`src/rtl/div_unit.sv`:
```
// Multi-cycle restoring integer divider for RV32M DIV/DIVU/REM/REMU.
// Divide-by-zero and signed overflow finish on a single-cycle fast path.
module div_unit #(
  parameter int WIDTH = 32
) (
  input  logic             clk_i,
  input  logic             reset_i,
  input  logic             start_i,
  input  logic             signed_i,
  input  logic [WIDTH-1:0] dividend_i,
  input  logic [WIDTH-1:0] divisor_i,
  output logic             busy_o,
  output logic             finish_o,
  output logic [WIDTH-1:0] quotient_o,
  output logic [WIDTH-1:0] remainder_o
);

  localparam int CW = $clog2(WIDTH + 1);
  localparam logic [WIDTH-1:0] MIN_VAL = {1'b1, {(WIDTH-1){1'b0}}};
  localparam logic [WIDTH-1:0] ONE_VAL = {{(WIDTH-1){1'b0}}, 1'b1};

  typedef enum logic [1:0] {
    IDLE = 2'd0,
    CALC = 2'd1,
    SIGN = 2'd2,
    DONE = 2'd3
  } state_t;

  function automatic logic [WIDTH-1:0] negate(input logic [WIDTH-1:0] v);
    return ~v + ONE_VAL;
  endfunction

  state_t           state_r;
  logic [CW-1:0]    cnt_r;
  logic [WIDTH-1:0] rem_r;
  logic [WIDTH-1:0] dvd_r;
  logic [WIDTH-1:0] dsr_r;
  logic             q_neg_r;
  logic             r_neg_r;

  logic             dvd_neg_s;
  logic             dsr_neg_s;
  logic [WIDTH-1:0] dvd_mag_s;
  logic [WIDTH-1:0] dsr_mag_s;
  logic             div_zero_s;
  logic             overflow_s;
  logic [WIDTH:0]   shifted_s;
  logic [WIDTH:0]   trial_s;
  logic [WIDTH-1:0] step_rem_s;
  logic [WIDTH-1:0] step_dvd_s;

  // Operand magnitudes, special-case detection and one restoring step.
  always_comb begin
    dvd_neg_s  = signed_i & dividend_i[WIDTH-1];
    dsr_neg_s  = signed_i & divisor_i[WIDTH-1];
    dvd_mag_s  = dividend_i;
    dsr_mag_s  = divisor_i;
    if (dvd_neg_s) begin
      dvd_mag_s = negate(dividend_i);
    end else begin
      dvd_mag_s = dividend_i;
    end
    if (dsr_neg_s) begin
      dsr_mag_s = negate(divisor_i);
    end else begin
      dsr_mag_s = divisor_i;
    end
    div_zero_s = (divisor_i == {WIDTH{1'b0}});
    overflow_s = signed_i && (dividend_i == MIN_VAL) && (divisor_i == {WIDTH{1'b1}});

    // Borrow out of the WIDTH+1-bit trial subtraction means the divisor did not fit.
    shifted_s  = {rem_r, dvd_r[WIDTH-1]};
    trial_s    = shifted_s - {1'b0, dsr_r};
    step_rem_s = shifted_s[WIDTH-1:0];
    step_dvd_s = {dvd_r[WIDTH-2:0], 1'b0};
    if (!trial_s[WIDTH]) begin
      step_rem_s = trial_s[WIDTH-1:0];
      step_dvd_s = {dvd_r[WIDTH-2:0], 1'b1};
    end else begin
      step_rem_s = shifted_s[WIDTH-1:0];
      step_dvd_s = {dvd_r[WIDTH-2:0], 1'b0};
    end
  end

  // Control FSM, working registers and registered outputs.
  always_ff @(posedge clk_i or posedge reset_i) begin
    if (reset_i) begin
      state_r     <= IDLE;
      cnt_r       <= {CW{1'b0}};
      rem_r       <= {WIDTH{1'b0}};
      dvd_r       <= {WIDTH{1'b0}};
      dsr_r       <= {WIDTH{1'b0}};
      q_neg_r     <= 1'b0;
      r_neg_r     <= 1'b0;
      busy_o      <= 1'b0;
      finish_o    <= 1'b0;
      quotient_o  <= {WIDTH{1'b0}};
      remainder_o <= {WIDTH{1'b0}};
    end else begin
      case (state_r)
        IDLE: begin
          if (start_i) begin
            if (div_zero_s) begin
              quotient_o  <= {WIDTH{1'b1}};
              remainder_o <= dividend_i;
              finish_o    <= 1'b1;
              state_r     <= DONE;
            end else if (overflow_s) begin
              quotient_o  <= MIN_VAL;
              remainder_o <= {WIDTH{1'b0}};
              finish_o    <= 1'b1;
              state_r     <= DONE;
            end else begin
              dvd_r   <= dvd_mag_s;
              dsr_r   <= dsr_mag_s;
              rem_r   <= {WIDTH{1'b0}};
              q_neg_r <= dvd_neg_s ^ dsr_neg_s;
              r_neg_r <= dvd_neg_s;
              cnt_r   <= CW'(WIDTH);
              busy_o  <= 1'b1;
              state_r <= CALC;
            end
          end else begin
            state_r <= IDLE;
          end
        end
        CALC: begin
          rem_r <= step_rem_s;
          dvd_r <= step_dvd_s;
          cnt_r <= cnt_r - CW'(1);
          if (cnt_r == CW'(1)) begin
            state_r <= SIGN;
          end else begin
            state_r <= CALC;
          end
        end
        SIGN: begin
          quotient_o  <= q_neg_r ? negate(dvd_r) : dvd_r;
          remainder_o <= r_neg_r ? negate(rem_r) : rem_r;
          busy_o      <= 1'b0;
          finish_o    <= 1'b1;
          state_r     <= DONE;
        end
        DONE: begin
          finish_o <= 1'b0;
          state_r  <= IDLE;
        end
        default: begin
          busy_o   <= 1'b0;
          finish_o <= 1'b0;
          state_r  <= IDLE;
        end
      endcase
    end
  end

endmodule

```
`config.mk`:
```
export PLATFORM = sky130hd
export DESIGN_NAME = div_unit
export DESIGN_NICKNAME = d
export VERILOG_FILES = /design/src/rtl/div_unit.sv
export SDC_FILE = /design/constraint.sdc
export NUM_CORES = 1
export LEC_CHECK = 0
export ABC_AREA = 0
export CAP_MARGIN = 10
export CORE_MARGIN = 3
export CORE_UTILIZATION = 40
export DETAILED_ROUTE_END_ITERATION = 10
export PLACE_DENSITY_LB_ADDON = 0.2
export SLEW_MARGIN = 20
export SYNTH_ARGS = -nofsm -noshare
export SYNTH_HDL_FRONTEND = slang
export SYNTH_SLANG_ARGS = --single-unit
```
`constraint.sdc`:
```
create_clock -name clk_i -period 7.5 [get_ports clk_i]
set_input_delay 1.5 -clock clk_i [delete_from_list [all_inputs] [get_ports clk_i]]
set_output_delay 1.5 -clock clk_i [all_outputs]
set_load 0.01 [all_outputs]
```
Word-level counts from Yosys, hierarchy flattened --
Index checks and enable logic that the tools add are counted.
Operators by class: shift-type cells 0, reduce and logical (&&, ||, !) cells 12, mux-type cells 39, order comparisons 0, div/mod/pow operators 0, bitwise operators 9, $mul 0, $add $sub $neg 6, eq/ne operators 10
Operators by type and width (number):
- 32-bit 2-to-1 mux | 17
- 32-bit one-hot mux with 2 select lines | 4
- 32-bit by 1-bit adder with 32-bit output, second input constant | 4
- 32-bit NOT | 4
- 32-bit equality test, second input constant | 2
- 33-bit by 32-bit subtractor with 33-bit output | 1
- 32-bit zero test | 1
- 6-bit 2-to-1 mux | 3
- 6-bit one-hot mux with 2 select lines | 1
- 4-bit AND reduction | 3
- 2-bit 2-to-1 mux | 4
- 2-bit one-hot mux with 4 select lines | 1
- 1-bit 2-to-1 mux | 7
- 6-bit by 1-bit equality test with 1-bit output, second input constant | 1
- 2-bit != test, second input constant | 3
- 3-bit AND reduction | 2
- 6-bit by 1-bit subtractor with 6-bit output, second input constant | 1
- 2-bit equality test, second input constant | 2
- 2-bit nonzero test | 2
- 3-bit != test, second input constant | 1
- 1-bit one-hot mux with 3 select lines | 1
- 3-bit nonzero test | 1
- 1-bit bitwise AND | 2
- 2-bit by 1-bit equality test with 1-bit output, second input constant | 1
- 5 further kinds | 7
Storage, ports and cells: input bits 68, bits in read-only memories 0, register bits after elaboration 172, RAM bits 0, output and inout port bits 66, logic and storage cells 87, memories 0, bits in latches 0

Depth between registers and ports, before layout --
Gate-level depths: netlist of run 1.
depth after elaboration 7, depth in mapped cells 13

Worst setup path before layout of run 1 --
Ideal clock, no wire load.
path type input-to-reg, start input port divisor_i[17], end register remainder_o[23], stages on the path 10, slack 3.494 ns, path buffers 2, setup time 0.126 ns, arrival time 3.880 ns, path through or4_1 > nor4_1 > nand4_1 > o32ai_1 > a21oi_1 > or2_1 > clkbuf_1 > clkbuf_1 > a221oi_1 > nor2_1
On the way: cells in the longest elaborated chain, start to end 4, elaborated cells between the ends (all ways) 8, classes of those cells 2 x eq/ne; 3 x mux; 3 x reduce/logical
Ends and longest elaborated chain:
- start, declared | line 11 | input logic [WIDTH-1:0] divisor_i,
- 32-bit equality test / 32-bit zero test (equally long branches) | line 69, 68
- 1-bit logical AND / 32-bit 2-to-1 mux (equally long branches) | line 69, 103
- 3-bit != test (no source line) / 32-bit 2-to-1 mux (equally long branches)
- 3-bit AND reduction (no source line) / 32-bit one-hot mux with 2 select lines (equally long branches)
- end signal, assigned | line 98 | remainder_o <= {WIDTH{1'b0}};
- end signal, assigned | line 105 | remainder_o <= dividend_i;
- end signal, assigned | line 110 | remainder_o <= {WIDTH{1'b0}};
- end, declared | line 15 | output logic [WIDTH-1:0] remainder_o
Several ways; a longest one is shown, not always the timed one. The select of a mux whose other input is x is not followed. A chain may end at the register's enable or synchronous reset.

Final worst setup path of run 1 --
start input port divisor_i[7], end register cnt_r[5]
On the way: cells in the longest elaborated chain, start to end 4, elaborated cells between the ends (all ways) 6, classes of those cells 3 x eq/ne; 3 x reduce/logical
Ends and longest elaborated chain:
- 32-bit equality test | line 69 | overflow_s = signed_i && (dividend_i == MIN_VAL) && (divisor_i == {WIDTH{1'b1}});
- 1-bit logical AND | line 69
- 2-bit != test (no source line)
- 4-bit AND reduction (no source line) (*)
- end signal, assigned | line 89 | cnt_r <= {CW{1'b0}};
- end signal, assigned | line 119 | cnt_r <= CW'(WIDTH);
- end signal, assigned | line 130 | cnt_r <= cnt_r - CW'(1);
- end, declared | line 34 | logic [CW-1:0] cnt_r;
Mark *: on every way between the ends. The rest lies on a longest branch, timed or not.

==> results.toml, run 1 <==
[status]
status = "complete, no violations"

[global_route]
grt_use_total_pct = 22.0
grt_pass1_vias = 10100
antenna_found_initial = 0
grt_pass1_wl_mm = 54.9
grt_overflow_total = 0
grt_max_degree = 173

[finish]
layout-drive-gt1-share_pct = 4.44
design_area_sq_um = 13800
final_cells = 1886
num_antenna_cells = 0
fin_util_pct = 49.0
syn_to_final_growth_pct = 18.8
n_fill_cell = 2749
nets = 1603

[route]
top_layer = "met4"
met2_length_mm = 15.2
drtIter0Drc = 877
wl_per_cell_um = 18.1
first_pass_iters = 6
viasPerCell = 5.68
m1WireLength_mm = 16.2
drc = 0
vias = 10700
wl_met3_mm = 2.18
wl_mm = 34.2
drtAntennaViolNets = 0

[timing]
clock.fmax_mhz = 189
rsz0062_at_grt = "false"
final.min_clock_period_ps = 5280
relSlewSlack_pct = 28.7
finalCritPeriodShare_pct = 70.4
setup-violations-final = 0
tns_ps = 0
timing.hold.ws_ps = 479
finalMaxSlewViolations = 0
tightest_slew_ps = 1070
setup_ws_ps = 2220
skew_ps = 15.3
hold_viol = 0

[die]
dieHeight_um = 177
initial_core_util_pct = 41.2
num_rows = 61
core_sq_um = 28200
die_x_um = 177
die-area_sq_um = 31200
io_pins = 134

[placement]
portBuffers = 133
placed_cells = 1854
place_area_sq_um = 13200
hpwl_mm = 25.0
place_congestion = 0.903
dp_slack_ps = 1880

[critical_path]
critPathMaxStageDelay_ps = 560
critical_path_class = "input port to register"
crit_fanout = 64
worstPathRequired_ps = 7790
arrival_ps = 5570
slowest_stage = "or4_1"
startpoint_type = "input port"
end_kind = "register"
crit_buf_inv = 2
critPathTopFamily = "simple AND/OR/NAND/NOR gates"
crit_chain = "clkdlybuf4s50_1 > or4_1 > nor3_1 > nand4_1 > o32ai_1 > or2_2 > a21o_1 > buf_4 > nor4_1 > xnor2_1 > nand2_1"

[synth]
synth_top_flop_cell = "dfrtp_1"
async_flop_share_pct = 100
syn_nets = 1525
synth_top_area_share_pct = 37.0
ys_seq_area_share_pct = 37.0
synth_area_sq_um = 11600
synthDistinctLibCells = 67
yosysWarnings = 0
ys_top_cells_by_area = "dfrtp_1, xnor2_1, o21ai_0"
synth_edf_count = 0
synth_area_per_cell_sq_um = 8.21
yosysTopAreaCell = "dfrtp_1"
syn_inst = 1417
synth_seq_cells = 172

[flow_run]
max-cap-violations = 0

[clock_network]
cts_max_path_buffers = 2
clkSinkCount = 172
cts_hold_buffers = 0
cts_made_buffers = 17
postCtsResizedCells = 0
clock_latency_ps = 450
clk_pin_slew_ps = 80
postCtsSetupBuffers = 0
root_buffer = "clkbuf_16"
cts_tree = "built"
htreeDepth = 4

[power]
leakagePower_nw = 5.49
finalPower_mw = 5.76
max-vdd-ir-drop_mv = 0.208
powerDensity_nw_per_um2 = 416

[worst_hold_path]
hold_class = "register to register"
[final timing paths]
check                                                start                           to  slack (ps)  cells past startpoint
worst max-delay path                          divisor_i[7]         cnt_r[5]$_DFFE_PP0P_        2220                     11
worst min register to register  quotient_o[17]$_DFFE_PP0P_   quotient_o[17]$_DFFE_PP0P_         480                      2
min in group asynchronous                          reset_i  remainder_o[13]$_DFFE_PP0P_        1670                      3
worst max register to register        dsr_r[0]$_DFFE_PP0P_         rem_r[0]$_DFFE_PP0P_        3660                     12
max in group asynchronous                          reset_i         cnt_r[5]$_DFFE_PP0P_        5070                      3
worst min-delay path            quotient_o[17]$_DFFE_PP0P_   quotient_o[17]$_DFFE_PP0P_         480                      2
[cell usage after synthesis (22+ instances only)]
cell type / count
nand2_1: 179
xnor2_1: 102
xor2_1: 50
inv_1: 56
nor3_1: 38
nor2_1: 116
nand3_1: 47
clkbuf_1: 69
o21ai_0: 161
a221oi_1: 22
dfrtp_1: 172
o31ai_1: 24
ha_1: 39
a21oi_1: 84
[kinds of logic (layout without fill, tap and decap cells)]
kind of cell / after synthesis / count (layout) / synth area share [%]
muxes: 1 / 1 / 0.0860
DFF: 172 / 172 / 37.0
adders and majority gates: 40 / 40 / 4.36
and+or+nand+nor: 489 / 489 / 19.6
xor gates and xnor gates: 152 / 152 / 11.4
AOI/OAI and AO/OA: 422 / 422 / 22.9
buffers and inverters: 141 / 232 / 4.60
[tightest hold or removal path, stage by stage, from the launching register on]
cell and delay, ps:
dfrtp_1 340, nand2_1 50, o21ai_0 60
[final cells by class]
cell class	count	area, sq um	area share, %
tap	378	473	3.42
inverter	56	215	1.56
multi-input combinational	1104	6830	49.4
sequential	172	4300	31.1
clock inverter	15	151	1.09
timing repair buffer	144	1430	10.3
clock buffer	17	425	3.08
[power by group]
| group | leakage (nW) | internal [mW] | switching, mW |
|---|---|---|---|
| combinational | 3.00 | 1.38 | 1.76 |
| clock | 0.270 | 0.443 | 0.434 |
| sequential | 2.22 | 1.28 | 0.449 |
| total | 5.49 | 3.11 | 2.65 |
[routing by layer]
metal,up-vias,GRT usage (%)
met5,-,0
met4,0,5.53
met3,43,3.27
met2,362,34.3
met1,5090,32.1
li1,5224,-
[sequential cells by signal (all words and copies together) (netlist names)]
register and cells:
busy_o 1, finish_o 1, state_r 2, cnt_r 6, dsr_r 32, q_neg_r 1, quotient_o 32, remainder_o 32
rem_r 32, dvd_r 32, r_neg_r 1
[placed cells by master (no fill, tap or decap), types with 24 or more instances in the layout]
| cell type | count |
|---|---|
| nand2_1 | 178 |
| dfrtp_1 | 172 |
| o21ai_0 | 161 |
| clkdlybuf4s50_1 | 133 |
| nor2_1 | 114 |
| xnor2_1 | 102 |
| a21oi_1 | 84 |
| inv_1 | 55 |
| xor2_1 | 49 |
| nand3_1 | 47 |
| ha_1 | 39 |
| nor3_1 | 37 |
| o31ai_1 | 24 |
No activity file was read; power rests on OpenSTA's default activity.
==> run 2: changes to the inputs <==
==> constraint.sdc (replaced) <==
create_clock -name clk_i -period 4.8 [get_ports clk_i]
set_input_delay 0.96 -clock clk_i [delete_from_list [all_inputs] [get_ports clk_i]]
set_output_delay 0.96 -clock clk_i [all_outputs]
set_load 0.01 [all_outputs]
==> run 2 against run 1 <==
Compared with the run above:
- clock-buffer cell count increased by 2
- combinational power rose by 58%
- critical endpoint is now quotient_o[13]$_DFFE_PP0P_
- global-route usage about the same
- routed wire length rose by 1.6%
- utilization grew 0.47 points
- critical path depth shrank 1
- total power up 57%
- non-clock buffer count grew 17
- largest power group unchanged
- clock skew shrank 5.4 ps
- sequential share of layout area shrank 0.30 points
- setup slack got worse by 1400 ps
==> results.toml, run 2 (synthesis gave the netlist of run 1 again) <==
[power]
powerDensity_nw_per_um2 = 647
finalPower_mw = 9.03
leakagePower_nw = 5.58
max-vdd-ir-drop_mv = 0.406

[critical_path]
worstPathRequired_ps = 5100
crit_cells = 10
critPathTopFamily = "simple AND/OR/NAND/NOR gates"
critical_path_class = "input port to register"
reg2reg_depth = 13
critPathMaxStageDelay_ps = 640
crit_buf_inv = 2
slowest_stage = "or4_1"
crit_fanout = 75
end_kind = "register"
crit_chain = "clkdlybuf4s50_1 > or4_1 > nor4_1 > nand4_1 > o32ai_1 > a21oi_1 > or2_4 > buf_4 > nand2_1 > o21ai_0"
arrival_ps = 4290
startpoint_type = "input port"

[timing]
clock.fmax_mhz = 250
relSlewSlack_pct = 31.6
final.min_clock_period_ps = 4000
rsz0062_at_grt = "false"
setup-violations-final = 0
finalCritPeriodShare_pct = 83.2
tightest_slew_ps = 1030
tns_ps = 0
hold_viol = 0
finalMaxSlewViolations = 0
timing.hold.ws_ps = 477
setup_ws_ps = 804
skew_ps = 9.86

[flow_run]
max-cap-violations = 0

[global_route]
grt_overflow_total = 0
antenna_found_initial = 0
grt_pass1_vias = 10100
grt_use_total_pct = 22.0
grt_max_degree = 173
grt_pass1_wl_mm = 55.0

[placement]
portBuffers = 133
dp_slack_ps = 403
place_area_sq_um = 13400
place_congestion = 0.902
hpwl_mm = 25.9
placed_cells = 1871

[finish]
syn_to_final_growth_pct = 20.0
num_antenna_cells = 0
fin_util_pct = 49.4
final_cells = 1903
final_cell_mix = "nand2_1, dfrtp_1, o21ai_0, clkdlybuf4s50_1, nor2_1"
nets = 1620
design_area_sq_um = 14000
layout_commonest_cell = "nand2_1"
layout-drive-gt1-share_pct = 5.38

[route]
drtIter0Drc = 816
viasPerCell = 5.63
first_pass_iters = 7
drc = 0
drtAntennaViolNets = 0
wl_mm = 34.7
vias = 10700
wl_per_cell_um = 18.2

[die]
die-area_sq_um = 31200
initial_core_util_pct = 41.2
core_sq_um = 28200
io_pins = 134
die_x_um = 177
num_rows = 61
dieHeight_um = 177

[clock_network]
cts_tree = "built"
htreeDepth = 4
postCtsResizedCells = 0
clkSinkCount = 172
postCtsSetupBuffers = 0
cts_max_path_buffers = 2
clock_latency_ps = 430
clk_pin_slew_ps = 70
root_buffer = "clkbuf_16"
cts_hold_buffers = 0
cts_made_buffers = 17

[worst_hold_path]
holdPathStages = 2
hold_class = "register to register"

[status]
status = "complete, no violations"
==> run 2: power by group <==
group          internal (mW)  switching, mW  leakage, nW
registers               2.01          0.746         2.22
clock network          0.691          0.631        0.275
logic                   2.18           2.78         3.08
total                   4.88           4.15         5.58
==> run 2: worst paths after layout <==
kind / from / endpoint / slack [ps]
worst max-delay path: divisor_i[17] / quotient_o[13]$_DFFE_PP0P_ / 800
worst min-delay path: dsr_r[17]$_DFFE_PP0P_ / dsr_r[17]$_DFFE_PP0P_ / 480
worst max register to register: dvd_r[31]$_DFFE_PP0P_ / rem_r[0]$_DFFE_PP0P_ / 960
worst min register to register: dsr_r[17]$_DFFE_PP0P_ / dsr_r[17]$_DFFE_PP0P_ / 480
max in group asynchronous: reset_i / rem_r[15]$_DFFE_PP0P_ / 2940
min in group asynchronous: reset_i / remainder_o[7]$_DFFE_PP0P_ / 1160
==> run 2: worst reg2reg max path, delay by kind of cell (launching register included) <==
kind            cells  cell delay (ps)
simple gates        3              500
xor+xnor            1              350
fa+ha+maj           2              650
compound gates      5             1350
buf+inv             2              560
flops               1              320
==> run 2: area by class of cell <==
type,count,area [sq um]
Clock inverter,13,105
Fill cell,2737,14300
Timing Repair Buffer,161,1590
Multi-Input combinational cell,1104,6830
Clock buffer,19,443
Tap cell,378,473
Inverter,56,214
Sequential cell,172,4300
==> run 2: routing by layer <==
metal	share of wire, %	GRT usage, %
met5	0	0
met4	2.0	5.83
met3	5.6	3.38
met2	46	35.2
met1	47	31.4
==> run 3: changes to the inputs <==
==> constraint.sdc (replaced) <==
create_clock -name clk_i -period 3.3 [get_ports clk_i]
set_input_delay 0.66 -clock clk_i [delete_from_list [all_inputs] [get_ports clk_i]]
set_output_delay 0.66 -clock clk_i [all_outputs]
set_load 0.01 [all_outputs]
==> run 3 against run 2 <==
Compared with the run above:
- routed wire length up 6.9%
- clock skew rose by 1.3 ps
- setup slack got worse by 730 ps
- sequential share of layout area decreased by 2.8 points
- critical endpoint is now remainder_o[25]$_DFFE_PP0P_
==> results.toml, run 3 (synthesis gave the netlist of run 1 again) <==
[status]
status = "complete, no violations"

[route]
wl_per_cell_um = 18.1
drc = 0
vias = 11300
drtAntennaViolNets = 0
first_pass_iters = 5
drtIter0Drc = 919
viasPerCell = 5.53
wl_mm = 37.1

[clock_network]
cts_tree = "built"
cts_made_buffers = 17
htreeDepth = 4
clock_latency_ps = 440
clkSinkCount = 172
cts_hold_buffers = 0
cts_max_path_buffers = 2
root_buffer = "clkbuf_16"
clk_pin_slew_ps = 80

[timing]
finalCritPeriodShare_pct = 97.6
clock.fmax_mhz = 310
relSlewSlack_pct = 33.6
skew_ps = 11.2
tightest_slew_ps = 996
final.min_clock_period_ps = 3220
finalMaxSlewViolations = 0
setup-violations-final = 0
hold_viol = 0

[critical_path]
startpoint_type = "input port"
critical_path.most_common_cell = "buf_4"
crit_fanout = 5
worstPathRequired_ps = 3610
rrSetupSlack_ps = 180
timing.rr.start = "dsr_r[0]$_DFFE_PP0P_"
critPathMaxStageDelay_ps = 550
reg2reg_to = "rem_r[27]$_DFFE_PP0P_"
startpoint = "divisor_i[6]"
critical_path_class = "input port to register"
critPathCapture = "remainder_o[25]$_DFFE_PP0P_"
reg2reg_depth = 13
slowest_stage = "or4_4"
arrival_ps = 3530
crit_chain = "clkdlybuf4s50_1 > or4_4 > nor3_1 > buf_4 > nand4_1 > buf_4 > o32ai_4 > a21oi_1 > or2_4 > buf_4 > a221oi_1 > nor2_1"
end_kind = "register"

[power]
powerDensity_nw_per_um2 = 917
leakagePower_nw = 6.39
combPwrFrac_pct = 59.1
p_sw_mw = 6.37
max-vdd-ir-drop_mv = 0.639
p_int_mw = 7.74
p_seq_share_pct = 26.5
swShare_pct = 45.1
clock_power_share_pct = 14.5
finalPower_mw = 14.1

[placement]
placed_cells = 2014
place_congestion = 0.917
portBuffers = 133
hpwl_mm = 28.5

[die]
die-area_sq_um = 31200
dieHeight_um = 177
core_sq_um = 28200
num_rows = 61
initial_core_util_pct = 41.2
io_pins = 134
die_x_um = 177

[finish]
nets = 1768
syn_to_final_growth_pct = 32.2
final_cell_mix = "nand2_1, dfrtp_1, buf_4, o21ai_0, clkdlybuf4s50_1"
layout-drive-gt1-share_pct = 14.9
fin_util_pct = 54.5
num_antenna_cells = 0
layout_commonest_cell = "nand2_1"
final_cells = 2051

[flow_run]
max-cap-violations = 0

[worst_hold_path]
hold_class = "register to register"

[global_route]
grt_pass1_vias = 10900
grt_max_degree = 95
grt_overflow_total = 0
grt_pass1_wl_mm = 59.1
antenna_found_initial = 0
grt_use_total_pct = 23.7
run 3: changes by cell type in the layout (fill, tap and decap cells not counted), moves of 5 or more:
| cell | delta |
|---|---|
| buf_4 | +138 |
| buf_12 | +9 |
| o311ai_0 | -7 |
| o311ai_1 | +7 |
| a221oi_1 | -5 |
| clkinv_8 | +5 |
run 3: worst min-delay path by stage:
stage,to,from,slack (ps),depth (start not counted)
CTS,quotient_o[25]$_DFFE_PP0P_,quotient_o[25]$_DFFE_PP0P_,490,2
global placement,quotient_o[25]$_DFFE_PP0P_,quotient_o[25]$_DFFE_PP0P_,460,2
floorplan,dsr_r[17]$_DFFE_PP0P_,dsr_r[17]$_DFFE_PP0P_,450,2
global route,quotient_o[26]$_DFFE_PP0P_,quotient_o[26]$_DFFE_PP0P_,500,2
detailed placement,quotient_o[25]$_DFFE_PP0P_,quotient_o[25]$_DFFE_PP0P_,470,2
finish,quotient_o[16]$_DFFE_PP0P_,quotient_o[16]$_DFFE_PP0P_,480,2
run 3: final cells by class:
| class | instances | area [sq um] |
|---|---|---|
| Fill cell | 2684 | 12900 |
| Timing Repair Buffer | 308 | 2810 |
| Clock inverter | 15 | 176 |
| Inverter | 56 | 214 |
| Multi-Input combinational cell | 1105 | 6980 |
| Clock buffer | 17 | 425 |
| Sequential cell | 172 | 4300 |
| Tap cell | 378 | 473 |
run 3: power by group through the flow:
stage | Sequential, mW | Clock (mW) | Combinational, mW
after CTS | 3.72 | 2.08 | 8.23
final | 3.73 | 2.04 | 8.33
after detailed placement | 3.76 | 0 | 8.16
after floorplan | 3.62 | 0 | 5.45
after global placement | 3.73 | 0 | 8.05
after global routing | 3.84 | 2.17 | 9.25
run 3: per-layer routing:
layer  share of wire [%]  track usage (%)  wire, um
met1                  45             32.6     16900
met2                  47             39.1     17300
met3                 5.5             3.16      2040
met4                 2.5             7.40       945
met5                   0                0         0
run 3: per-stage QoR:
stage                     setup TNS (ps)  setup slack [ps]  hold WS (ps)  instance area [sq um]
after floorplan                        0               134           450                  11600
after global placement            -74940              -732           461                  14600
after detailed placement          -76810              -745           469                  14600
after CTS                              0              10.9           485                  15300
after global routing               -14.8             -8.07           503                  15400
final                                  0              78.2           477                  15400
run 3: what timing repair did:
| action | CTS | global route |
|---|---|---|
| setup buffers | 1 | 4 |
| pin swaps | 1 | 3 |
| resized for setup | 9 | 23 |
| cloned | 0 | 1 |
| setup endpoints to repair | 86 | 154 |
run 3: worst max-delay path: cells and delay by family:
kind                   cells  cell delay (ps)
AO/OA/AOI/OAI              3              720
AND/OR/NAND/NOR            5             1220
buffers and inverters      4              920
